### config.mk
export PLATFORM = sky130hd
export DESIGN_NAME = serial_add_ctrl
export DESIGN_NICKNAME = d
export VERILOG_FILES = /design/src/rtl/serial_add_pkg.sv /design/src/rtl/slot_timer.sv /design/src/rtl/serial_add_ctrl.sv
export SDC_FILE = /design/constraint.sdc
export NUM_CORES = 1
export LEC_CHECK = 0
export ABC_AREA = 0
export CORE_MARGIN = 5
export CORE_UTILIZATION = 30
export DETAILED_ROUTE_END_ITERATION = 6
export PLACE_DENSITY = 0.49
export RECOVER_POWER = 100
export SLEW_MARGIN = 0
export SYNTH_ARGS = -nofsm -noshare
export SYNTH_HDL_FRONTEND = slang
export SYNTH_SLANG_ARGS = --single-unit
### constraint.sdc
create_clock -name clk -period 5.75 [get_ports clk]
set_clock_uncertainty 0.2 [all_clocks]
set_input_delay 0.575 -clock clk [delete_from_list [all_inputs] [get_ports clk]]
set_output_delay 0.575 -clock clk [all_outputs]
set_load 0.005 [all_outputs]
### src/rtl/serial_add_pkg.sv
// Shared types and default sizing for the bit-serial adder sequencer.
package serial_add_pkg;

    typedef enum logic [1:0] {
        IDLE  = 2'd0,
        DRIVE = 2'd1,
        DONE  = 2'd2
    } sa_state_e;

    localparam int unsigned SA_N      = 8;
    localparam int unsigned SA_FA_LAT = 6;

endpackage

### src/rtl/slot_timer.sv
// Wait counter for perceptron-pipeline sequencers: counts while enabled and
// pulses tc_c on the last cycle of each LAT-cycle slot, then restarts at 0.
module slot_timer #(
    parameter int unsigned LAT = 6
) (
    input  logic                       clk,
    input  logic                       reset,
    input  logic                       en,
    output logic [$clog2(LAT+1)-1:0]   cnt,
    output logic                       tc_c
);

    localparam int unsigned CW = $clog2(LAT + 1);

    assign tc_c = en && (cnt == CW'(LAT - 1));

    always_ff @(posedge clk or posedge reset) begin
        if (reset) begin
            cnt <= '0;
        end else if (tc_c) begin
            cnt <= '0;
        end else if (en) begin
            cnt <= cnt + CW'(1);
        end
    end

endmodule

### src/rtl/serial_add_ctrl.sv
// Bit-serial adder sequencer driving a clocked full_adder, LSB first.
// Optional SERIAL_ADD_OVF_EN adds a signed-overflow output.
module serial_add_ctrl
    import serial_add_pkg::*;
#(
    parameter int unsigned N      = SA_N,
    parameter int unsigned FA_LAT = SA_FA_LAT
) (
    input  logic         clk,
    input  logic         reset,
    input  logic         in_valid,
    output logic         in_ready,
    input  logic [N-1:0] a,
    input  logic [N-1:0] b,
    input  logic         c_in,
    output logic         fa_a,
    output logic         fa_b,
    output logic         fa_cin,
    input  logic         fa_sum,
    input  logic         fa_cout,
    output logic         out_valid,
    input  logic         out_ready,
`ifdef SERIAL_ADD_OVF_EN
    output logic         ovf,
`endif
    output logic [N-1:0] sum,
    output logic         c_out
);

    localparam int unsigned BW = $clog2(N);
    localparam int unsigned CW = $clog2(FA_LAT + 1);

    sa_state_e       state;
    logic [N-1:0]    a_reg;
    logic [N-1:0]    b_reg;
    logic [N-1:0]    sum_reg;
    logic [N-1:0]    sum_upd;
    logic            carry;
    logic [BW-1:0]   bit_idx;
    logic [BW-1:0]   bit_nxt;
    logic [CW-1:0]   cnt;
    logic            slot_done;
    logic            last_bit;

    slot_timer #(.LAT(FA_LAT)) u_slot_timer (
        .clk   (clk),
        .reset (reset),
        .en    (state == DRIVE),
        .cnt   (cnt),
        .tc_c  (slot_done)
    );

    assign bit_nxt  = bit_idx + BW'(1);
    assign last_bit = (bit_idx == BW'(N - 1));

    // Result register with the bit currently being sampled merged in.
    always_comb begin
        sum_upd          = sum_reg;
        sum_upd[bit_idx] = fa_sum;
    end

    always_ff @(posedge clk or posedge reset) begin
        if (reset) begin
            state     <= IDLE;
            a_reg     <= '0;
            b_reg     <= '0;
            sum_reg   <= '0;
            carry     <= 1'b0;
            bit_idx   <= '0;
            in_ready  <= 1'b1;
            out_valid <= 1'b0;
            sum       <= '0;
            c_out     <= 1'b0;
            fa_a      <= 1'b0;
            fa_b      <= 1'b0;
            fa_cin    <= 1'b0;
`ifdef SERIAL_ADD_OVF_EN
            ovf       <= 1'b0;
`endif
        end else begin
            case (state)
                IDLE: begin
                    if (in_valid && in_ready) begin
                        a_reg    <= a;
                        b_reg    <= b;
                        carry    <= c_in;
                        sum_reg  <= '0;
                        bit_idx  <= '0;
                        fa_a     <= a[0];
                        fa_b     <= b[0];
                        fa_cin   <= c_in;
                        in_ready <= 1'b0;
                        state    <= DRIVE;
                    end
                end
                DRIVE: begin
                    if (slot_done) begin
                        sum_reg <= sum_upd;
                        carry   <= fa_cout;
                        if (last_bit) begin
                            sum       <= sum_upd;
                            c_out     <= fa_cout;
                            out_valid <= 1'b1;
                            fa_a      <= 1'b0;
                            fa_b      <= 1'b0;
                            fa_cin    <= 1'b0;
`ifdef SERIAL_ADD_OVF_EN
                            ovf       <= carry ^ fa_cout;
`endif
                            state     <= DONE;
                        end else begin
                            // Next bit pair goes out with the fresh carry recirculated.
                            bit_idx <= bit_nxt;
                            fa_a    <= a_reg[bit_nxt];
                            fa_b    <= b_reg[bit_nxt];
                            fa_cin  <= fa_cout;
                        end
                    end
                end
                DONE: begin
                    if (out_ready) begin
                        out_valid <= 1'b0;
                        in_ready  <= 1'b1;
                        state     <= IDLE;
                    end
                end
                default: begin
                    state    <= IDLE;
                    in_ready <= 1'b1;
                end
            endcase
        end
    end

endmodule

# Word level (Yosys, flattened, before mapping)

Index checks and enable logic that the tools add are counted.

Multiplexer cells: 40
$add $sub $neg: 2
Equality and inequality tests: 9
Reduce and logical (&&, ||, !) cells: 14
Order comparisons: 3
Bitwise operators: 1

Operator list:

| kind                                                       | number |
|---|---|
| two-way mux 1 bit                                          | 17 |
| two-way mux 8 bit                                          | 2 |
| case mux 8 bit (2 select lines)                            | 1 |
| two-way mux 3 bit                                          | 5 |
| AND reduction 4 bit                                        | 3 |
| inequality test 2 bit, second input constant               | 5 |
| AND reduction 3 bit                                        | 3 |
| bitwise mux 8 bit                                          | 1 |
| less-than comparator 3 x 4 -> 1 bit, second input constant | 2 |
| two-way mux 2 bit                                          | 4 |
| case mux 1 bit (2 select lines)                            | 4 |
| adder 3 x 1 -> 3 bit, second input constant                | 2 |
| binary-select mux 1 bit (select 3 bit)                     | 2 |
| == test 3 bit, second input constant                       | 2 |
| case mux 2 bit (3 select lines)                            | 1 |
| case mux 3 bit (2 select lines)                            | 1 |
| nonzero test 2 bit                                         | 3 |
| demux 1 bit (select 3 bit)                                 | 1 |
| >= comparator 3 x 1 -> 1 bit, second input constant        | 1 |
| logical AND 1 bit                                          | 3 |
| case mux 1 bit (3 select lines)                            | 1 |
| == test 2 x 1 -> 1 bit, second input constant              | 1 |
| == test 2 bit, second input constant                       | 1 |
| zero test 2 bit                                            | 1 |
| 2 further kinds                                            | 2 |

Logic and storage cells: 82
Flip-flop bits (word level): 46
Bits of input ports: 23

# Logic depth before layout (Yosys ltp)

Gate-level depths: netlist (run 1).

Depth in word-level cells: 7
Gate-level depth with buffers: 7
Gate-level depth less buffers: 6

# Hierarchy

A second synthesis (run 1) with hierarchy kept.

Cells, all modules: 222
Area total of the unflattened synthesis: 2202.1 sq um

Modules (own cells, without submodules):

| module          | times used | area an instance (sq um) | seq. area each (sq um) | cells each |
|---|---|---|---|---|
| serial_add_ctrl | 1          | 2033.2                   | 1077.3                 | 207 |
| slot_timer      | 1          | 168.9                    | 75.1                   | 15 |

# Worst setup path after synthesis (run 1)

OpenSTA, ideal clock, no wires.

Path kind: flip-flop to flip-flop
Start point: register bit_idx[1]
End point: register fa_a
Path slack: 3.538 ns
Period minus slack after synthesis: 2.212 ns
Library setup time: 0.130 ns
Stages on the path, launching flop included: 6
Arrival: 1.882 ns
Path through: dfrtp_1 -> ha_1 -> mux4_1 -> mux2_2 -> a221oi_1 -> a21oi_1

Word-level cells in the longest chain between the ends: 6

Ends and longest elaborated chain:

| what                                    | RTL line               | RTL |
|---|---|---|
| start, declared                         | serial_add_ctrl.sv:39  | `logic [BW-1:0] bit_idx;` |
| start signal, assigned                  | serial_add_ctrl.sv:113 | `bit_idx <= bit_nxt;` |
| adder 3 x 1 -> 3 bit                    | serial_add_ctrl.sv:53  | `assign bit_nxt = bit_idx + BW'(1);` |
| binary-select mux 1 bit (select 3 bit)  | serial_add_ctrl.sv:114 | `fa_a <= a_reg[bit_nxt];` |
| two-way mux 1 bit (implied by the code) | serial_add_ctrl.sv:114 |  |
| two-way mux 1 bit *                     | serial_add_ctrl.sv:100 | `if (last_bit) begin` |
| two-way mux 1 bit *                     | serial_add_ctrl.sv:97  | `if (slot_done) begin` |
| case mux 1 bit (2 select lines) *       | serial_add_ctrl.sv:81  | `case (state)` |
| end signal, assigned                    | serial_add_ctrl.sv:89  | `fa_a <= a[0];` |
| end signal, assigned                    | serial_add_ctrl.sv:114 |  |
| end, declared                           | serial_add_ctrl.sv:16  | `output logic fa_a,` |

Mark *: on every way between the ends. The rest lies on a longest branch, timed or not. The select of a mux whose other input is x is not followed.
A chain may end at the register's enable or synchronous reset.

# Worst setup path in the final report (run 1)

Start point: input port in_valid
End point: register b_reg[3]

Word-level cells in the longest chain between the ends: 2

Ends and longest elaborated chain:

| what                          | RTL line              | RTL |
|---|---|---|
| start, declared               | serial_add_ctrl.sv:11 | `input logic in_valid,` |
| logical AND 1 bit             | serial_add_ctrl.sv:83 | `if (in_valid && in_ready) begin` |
| AND reduction 2 bit (no line) | --                    |  |
| end signal, assigned          | serial_add_ctrl.sv:66 | `b_reg <= '0;` |
| end signal, assigned          | serial_add_ctrl.sv:85 | `b_reg <= b;` |
| end, declared                 | serial_add_ctrl.sv:35 | `logic [N-1:0] b_reg;` |

Every way passes these cells.

==> results.cfg, run 1 <==
[timing]
hold_violations = 0
fin_crit_ps = 3438
fin_ws_ps = 2312
whs_ps = 284.3
tns_ps = 0
rsz0062_at_grt = false
fin_crit_sh_pct = 59.79
setup_viol = 0
fmax_mhz = 290.9
worst_slew_pin_slew_ps = 2339
drv_slew = 65
max_slew_margin_pct = -56.29

[synthesis]
syn_nets = 206
post-synth-top-area-cell = dfrtp_1
synth-seq-cells = 46
yosys_most_used_dff = dfrtp_1
synthArstFlopShare_pct = 100.0
synth_area_sq_um = 2110
synth-edff-count = 0
ys_seq_area_share_pct = 54.63
ys_warn_count = 0
synthTopCellsByArea = dfrtp_1, mux2_1, mux2i_1, mux4_1, o21ai_0
yosys.area.top_type_share_pct = 53.38
syn-instance-count = 179
syn_avg_cell_area_sq_um = 11.79
synth.distinct_cells = 31

[setup_path]
crit_type = in -> reg
cp_max_fo = 17
crit_arrival_ps = 3420
worst_ep_required_time_ps = 5730
end_kind = register
critPathLaunchType = input pin
critPathMaxStageDelay_ps = 1800
slowest_stage = nor3b_1
crit_path_cell_trace = dlygate4sd3_1 > nand2b_1 > nor3b_1 > mux2_1

[cts]
clkSinkCount = 46
cts_setup_buffers = 0
root_buffer = clkbuf_8
tritoncts = done
cts_resized = 0
ctsHtreeMaxLevel = 2
ctsHoldBuffers = 0
clk_latency_ps = 300
clock_path_buffers = 2
numCtsBuffers = 5
clk_pin_slew_ps = 90

[final_layout]
stdcell_count = 313
finalCoreUtilization_pct = 38.33
multi_input_area_sq_um = 862.1
fillCellCount = 717
diodes = 0
layout-drive-gt1-share_pct = 4.608
seqCellArea_sq_um = 1152
area.growth.synth_to_final_pct = 24.14
postLayoutCellArea_sq_um = 2619
largest_register_ffs = 16
nets = 243

[placed_design]
place_congestion = 0.7436
hpwl_um = 3073
io_buffers = 36
placed_cells = 305
placed_area_sq_um = 2549
place_ws_ps = 3069

[floorplan]
die_h_um = 93.86
start_util_pct = 30.88
die_area_sq_um = 8809
fp.dieW_um = 93.86
rows = 30
core-area_sq_um = 6832
pin_count = 37

[power]
peakVddDrop_uv = 149.9
swShare_pct = 32.68
p_sw_uw = 374.7
p_int_uw = 772.0
power_mw = 1.147
power_frac_clock_pct = 17.8
p_per_area_nw_per_um2 = 437.9
seqPwrFrac_pct = 47.1
leakage_nw = 1.142
p_comb_share_pct = 35.2

[global_routing]
grt_pass1_vias = 1510
antenna_found_initial = 0
grt_max_degree = 47
grt_usage_pct = 11.04
grt_pass1_wl_um = 7527
grt_overflow = 0

[status]
violations = max-capacitance violations, max-slew violations
status = complete, but fails checks

[drt]
drt-pass1-iter-count = 3
postRouteAntennaNets = 0
vias = 1398
wl_um = 4391
drc_errors = 0
drt_iter0_drc = 68
wl_per_cell_um = 14.03
vias_per_cell = 4.466

[hold_path]
hp-class = reg -> reg

[job]
cap_violations = 2
[Yosys cell counts, types with 2 or more instances]
| master | number |
|---|---|
| a21o_1 | 2 |
| a21oi_1 | 13 |
| buf_6 | 2 |
| clkbuf_1 | 3 |
| dfrtp_1 | 45 |
| ha_1 | 4 |
| inv_1 | 9 |
| mux2_1 | 16 |
| mux2_2 | 2 |
| mux2i_1 | 8 |
| mux4_1 | 3 |
| nand2_1 | 16 |
| nand2b_1 | 3 |
| nand3_1 | 6 |
| nor2_1 | 12 |
| nor3_1 | 5 |
| o21ai_0 | 15 |
| o22ai_1 | 2 |
[worst paths after layout]
check / cells after the start / endpoint / slack, ps / startpoint
max in group asynchronous: 2 / sum[5] / 3260 / reset
setup / recovery: 4 / b_reg[3] / 2310 / in_valid
hold / removal: 2 / sum_reg[1] / 280 / sum_reg[1]
hold reg to reg: 2 / sum_reg[1] / 280 / sum_reg[1]
setup reg to reg: 3 / b_reg[3] / 2580 / state[0]
min in group asynchronous: 2 / bit_idx[2] / 1080 / reset
[layer usage]
| metal | routed length, um | track usage, % | vias to the layer above | share of wire (%) |
|---|---|---|---|---|
| met2 | 2038 | 17.15 | 21 | 46 |
| met3 | 182 | 3.526 | 6 | 4.1 |
| met1 | 2114 | 14.71 | 664 | 48 |
| met5 | 0 | 0 | - | 0 |
| li1 | - | - | 707 | - |
| met4 | 55 | 3.249 | 0 | 1.3 |
[cell type report]
class / instances / area share, %
Tap cell: 96 / 4.587
Multi-Input combinational cell: 118 / 32.92
Inverter: 9 / 1.290
Clock buffer: 8 / 3.440
Sequential cell: 46 / 44.00
Timing Repair Buffer: 36 / 13.76
[cells in the final DEF, fill, tap and decap left out]
cell type / n
mux2_2: 2
clkbuf_8: 6
a21o_1: 2
o22a_1: 1
mux4_1: 3
nor2_1: 13
nand2_1: 16
dfstp_1: 1
nor2b_1: 1
ha_1: 4
mux4_2: 1
o22ai_1: 2
nand4b_1: 1
mux2i_1: 8
nor3b_1: 1
clkbuf_1: 2
nand3_1: 6
mux2_1: 16
nor3_1: 5
clkdlybuf4s50_1: 21
and3_1: 1
nand3b_1: 1
inv_1: 9
dfrtp_1: 45
o21ai_0: 15
a21oi_1: 13
dlygate4sd3_1: 15
mux2_4: 1
nand2b_1: 3
a221oi_1: 2
[power by group through the flow]
stage	Clock, mW	Sequential, mW	Combinational (mW)
finish	0.204	0.540	0.403
global route	0.227	0.561	0.458
CTS	0.215	0.543	0.428
detailed placement	0	0.548	0.423
global placement	0	0.547	0.416
floorplan	0	0.515	0.312
[kinds of logic after synthesis]
logic type | Yosys count | share of synthesized area [%]
AND/OR/NAND/NOR | 48 | 11.03
flip-flops | 46 | 54.63
AO/OA/AOI/OAI | 35 | 9.489
multiplexers | 31 | 18.92
buffers and inverters | 15 | 3.559
adder cells (fa/ha/maj) | 4 | 2.373
[critical path: cells and delay by family]
kind / cells / cell delay [ps]
muxes: 1 / 410
buffers and inverters: 1 / 550
and+or+nand+nor: 2 / 1880
No activity file was read; power rests on OpenSTA's default activity.
==> run 2: changes to the inputs <==
--- a/config.mk
+++ b/config.mk
@@ -9,7 +9,7 @@
 export CORE_MARGIN = 5
 export CORE_UTILIZATION = 30
 export DETAILED_ROUTE_END_ITERATION = 6
-export PLACE_DENSITY = 0.49
+export PLACE_DENSITY = 0.51
 export RECOVER_POWER = 100
 export SLEW_MARGIN = 0
 export SYNTH_ARGS = -nofsm -noshare
==> constraint.sdc (replaced) <==
create_clock -name clk -period 3.1 [get_ports clk]
set_clock_uncertainty 0.2 [all_clocks]
set_input_delay 0.31 -clock clk [delete_from_list [all_inputs] [get_ports clk]]
set_output_delay 0.31 -clock clk [all_outputs]
set_load 0.005 [all_outputs]
==> run 2 against run 1 <==
The run now ends clean; setup slack worse by 1800 ps; sequential cell count stayed put; sequential share of layout area is 0.99 points lower; highest routed layer unchanged; hold slack better by 0.92 ps; critical endpoint is now c_out; clock power is 120% higher; final area is 2.3% higher; first-iteration DRC count is 24% lower; combinational power is 85% higher; global-route usage is 0.77 points lower; register-to-register slack worse by 2000 ps; die area stayed put.
==> results.cfg, run 2 (synthesis results as in run 1) <==
[final_layout]
stdcell_count = 318
finalCoreUtilization_pct = 39.21
final_cell_mix = dfrtp_1, clkdlybuf4s50_1, mux2_1, nand2_1, o21ai_0
area.growth.synth_to_final_pct = 26.99
final_common_cell = dfrtp_1
largest_register_ffs = 16
nets = 248
postLayoutCellArea_sq_um = 2679
layout-drive-gt1-share_pct = 6.757
diodes = 0

[floorplan]
core-area_sq_um = 6832
fp.dieW_um = 93.86
pin_count = 37
die_area_sq_um = 8809
die_h_um = 93.86
start_util_pct = 30.88
rows = 30

[placed_design]
place_congestion = 0.7638
placed_cells = 310
hpwl_um = 3104
io_buffers = 36
placed_area_sq_um = 2586

[drt]
wl_um = 4254
drt_iter0_drc = 52
vias_per_cell = 4.553
drt-pass1-iter-count = 4
drc_errors = 0
wl_per_cell_um = 13.38
vias = 1448
postRouteAntennaNets = 0

[timing]
fmax_mhz = 391.0
drv_slew = 0
worst_slew_pin_slew_ps = 963.0
hold_violations = 0
rsz0062_at_grt = false
fin_crit_sh_pct = 82.50
fin_crit_ps = 2557
max_slew_margin_pct = 35.80
tns_ps = 0
setup_viol = 0

[cts]
clock_path_buffers = 2
clk_pin_slew_ps = 90
clk_latency_ps = 300
ctsHoldBuffers = 0
clkSinkCount = 46
tritoncts = done
cts_resized = 0
ctsHtreeMaxLevel = 2
cts_setup_buffers = 0
root_buffer = clkbuf_8
numCtsBuffers = 5

[setup_path]
critPathLaunchType = register
crit_type = reg -> reg
cp_max_fo = 18
worst_ep_required_time_ps = 3080
crit_arrival_ps = 2540
end_kind = register

[status]
status = finished clean

[global_routing]
grt_usage_pct = 10.28
grt_pass1_vias = 1481
grt_overflow = 0
antenna_found_initial = 0
grt_pass1_wl_um = 7155
grt_max_degree = 24

[power]
p_per_area_nw_per_um2 = 817.5
leakage_nw = 1.152
peakVddDrop_uv = 334.6

[job]
cap_violations = 0

[hold_path]
hp-class = reg -> reg
## run 2: path summary, 6_finish.rpt
check | slack [ps] | from | endpoint | depth (start not counted)
hold / removal | 290 | b_reg[7] | b_reg[7] | 1
min in group asynchronous | 310 | reset | sum[5] | 2
max in group asynchronous | 1300 | reset | state[1] | 3
hold reg to reg | 290 | b_reg[7] | b_reg[7] | 1
setup reg to reg | 540 | bit_idx[0] | c_out | 6
setup / recovery | 540 | bit_idx[0] | c_out | 6
## run 2: per-layer routing
metal | share of wire, % | global-route usage, % | routed length (um) | up-vias
met1 | 50 | 14.34 | 2135 | 702
met5 | 0 | 0 | 0 | -
li1 | - | - | - | 720
met3 | 4.1 | 3.205 | 174 | 4
met4 | 0.99 | 2.888 | 42 | 0
met2 | 45 | 15.32 | 1901 | 22
## run 2: through the flow
stage	hold WS (ps)	worst slack [ps]	power [mW]
5_1_grt	313.2	262.9	2.361
4_1_cts	201.9	578.9	2.251
6_report	285.2	542.6	2.190
2_1_floorplan	199.1	887.7	1.533
3_5_place_dp	268.3	592.3	1.797
3_3_place_gp	262.3	660.3	1.788
## run 2: worst max-delay path: stages, from the launching register on
cell and delay, ps:
dfrtp_1 590, ha_1 220, ha_1 250, inv_1 110, nor2_2 100, clkbuf_1 560, mux2_2 410
## run 2: where the power goes
part	internal, mW	switching, mW	total [mW]
clock network	0.240	0.210	0.450
logic	0.422	0.325	0.747
registers	0.829	0.165	0.994
total	1.49	0.700	2.19
## run 2: final cells by class
class                           instances  area, sq um
Inverter                                9        33.78
Tap cell                               96        120.1
Fill cell                             692         4153
Sequential cell                        46         1152
Multi-Input combinational cell        118        875.8
Timing Repair Buffer                   41        382.9
Clock inverter                          3        45.04
Clock buffer                            5        68.82
==> run 3: changes to the inputs <==
==> constraint.sdc (replaced) <==
create_clock -name clk -period 2.2 [get_ports clk]
set_clock_uncertainty 0.2 [all_clocks]
set_input_delay 0.22 -clock clk [delete_from_list [all_inputs] [get_ports clk]]
set_output_delay 0.22 -clock clk [all_outputs]
set_load 0.005 [all_outputs]
==> run 3 against run 2 <==
Register-to-register slack worse by 450 ps; critical path depth is 1 lower; first-iteration DRC count is 9.6% lower; setup slack worse by 450 ps; core utilization is 0.37 points higher; final cell count is 0.63% higher; non-clock buffer count is 2 higher; maximum frequency is 21% higher; highest routed layer unchanged; global-route usage is 0.46 points higher; sequential cell count stayed put; final area is 0.93% higher; critical path type unchanged.
==> results.cfg, run 3 (synthesis results as in run 1) <==
[status]
status = finished clean

[placed_design]
io_buffers = 36
placed_cells = 311
place_congestion = 0.7204
hpwl_um = 3106
placed_area_sq_um = 2631

[timing]
whs_ps = 285.3
hold_violations = 0
fmax_mhz = 474.3
fin_crit_sh_pct = 95.83
drv_slew = 0
setup_viol = 0
tns_ps = 0
worst_slew_pin_slew_ps = 1134
fin_crit_ps = 2108
rsz0062_at_grt = false
max_slew_margin_pct = 24.37

[final_layout]
final_cell_mix = dfrtp_1, clkdlybuf4s50_1, mux2_1, nand2_1, o21ai_0
layout-drive-gt1-share_pct = 10.71
postLayoutCellArea_sq_um = 2704
largest_register_ffs = 16
final_common_cell = dfrtp_1
fillCellCount = 708
nets = 250
area.growth.synth_to_final_pct = 28.17
diodes = 0
stdcell_count = 320

[setup_path]
crit_arrival_ps = 2070
cp_num_buf_inv = 1
critPathMaxStageDelay_ps = 560
critPathLaunchType = register
crit_path_cell_trace = buf_4 > mux4_1 > mux2_4 > a221oi_2 > a21oi_1
slowest_stage = mux4_1
cp_max_fo = 11
crit_family = multiplexers
crit_type = reg -> reg
worst_ep_required_time_ps = 2160
end_kind = register

[cts]
clkSinkCount = 46
clk_latency_ps = 290
ctsHoldBuffers = 0
tritoncts = done
ctsHtreeMaxLevel = 2
clock_path_buffers = 2
numCtsBuffers = 5
root_buffer = clkbuf_8
clk_pin_slew_ps = 90

[floorplan]
pin_count = 37
die_area_sq_um = 8809
start_util_pct = 30.88
rows = 30
die_h_um = 93.86
fp.dieW_um = 93.86
core-area_sq_um = 6832

[global_routing]
grt_pass1_vias = 1491
grt_overflow = 0
antenna_found_initial = 0
grt_pass1_wl_um = 7465
grt_usage_pct = 10.74
grt_max_degree = 47

[power]
power_mw = 3.169
peakVddDrop_uv = 441.6
p_per_area_nw_per_um2 = 1172
leakage_nw = 1.171

[drt]
drt-pass1-iter-count = 4
vias = 1463
drt_iter0_drc = 47
vias_per_cell = 4.572
wl_per_cell_um = 13.92
postRouteAntennaNets = 0
wl_um = 4455
drc_errors = 0

[job]
cap_violations = 0

[hold_path]
hp-class = reg -> reg
run 3: cell count changes in the layout (fill, tap and decap cells not counted), moves of 2 or more:
cell,before,now
clkbuf_2,0,3
clkinvlp_4,2,0
clkbuf_8,5,7
mux4_2,1,3
clkbuf_1,4,1
a221oi_2,0,2
mux4_1,3,1
a221oi_1,2,0
buf_4,1,3
run 3: final timing paths:
path                       slack, ps        from  cells after the start          to
max in group asynchronous        570       reset                      3       c_out
min in group asynchronous        530       reset                      3      sum[1]
min reg2reg                      290  sum_reg[5]                      2  sum_reg[5]
min                              290  sum_reg[5]                      2  sum_reg[5]
max                               90  bit_idx[0]                      5        fa_b
max reg2reg                       90  bit_idx[0]                      5        fa_b
run 3: metal layers:
layer	up-vias	share of wire (%)	track usage, %
met5	-	0	0
met4	0	0.81	3.249
met3	2	3.4	2.724
met2	19	49	16.97
met1	723	46	14.44
li1	719	-	-
run 3: cell type report:
| type | count | area [sq um] | area share, % |
|---|---|---|---|
| Clock buffer | 7 | 96.34 | 3.563 |
| Tap cell | 96 | 120.1 | 4.442 |
| Timing Repair Buffer | 43 | 401.6 | 14.85 |
| Clock inverter | 1 | 8.758 | 0.3239 |
| Sequential cell | 46 | 1152 | 42.62 |
| Multi-Input combinational cell | 118 | 890.9 | 32.95 |
| Inverter | 9 | 33.78 | 1.249 |
run 3: per-stage QoR:
stage                     utilization, %  setup slack [ps]
final                              39.58             91.66
after global routing               39.58             4.275
after CTS                          40.26             30.01
after detailed placement           38.52            -5.784
after global placement             38.52             34.67
after floorplan                        -             47.51
run 3: worst register-to-register path, stage by stage, from the launching register on:
cell	delay, ps
dfrtp_1	400
buf_4	220
mux4_1	570
mux2_4	290
a221oi_2	250
a21oi_1	70
run 3: where the power goes:
part,switching (mW),leakage [nW],internal [mW]
clock network,0.278,0.0544,0.288
logic,0.555,0.554,0.670
registers,0.209,0.562,1.17
total,1.04,1.17,2.13
run 3: repair_timing:
action / CTS / global route
setup buffers: 1 / 0
endpoints found under the setup margin: 1 / 1
pin swaps: 1 / 2
gates resized for setup: 1 / 2
gates cloned: 0 / 0
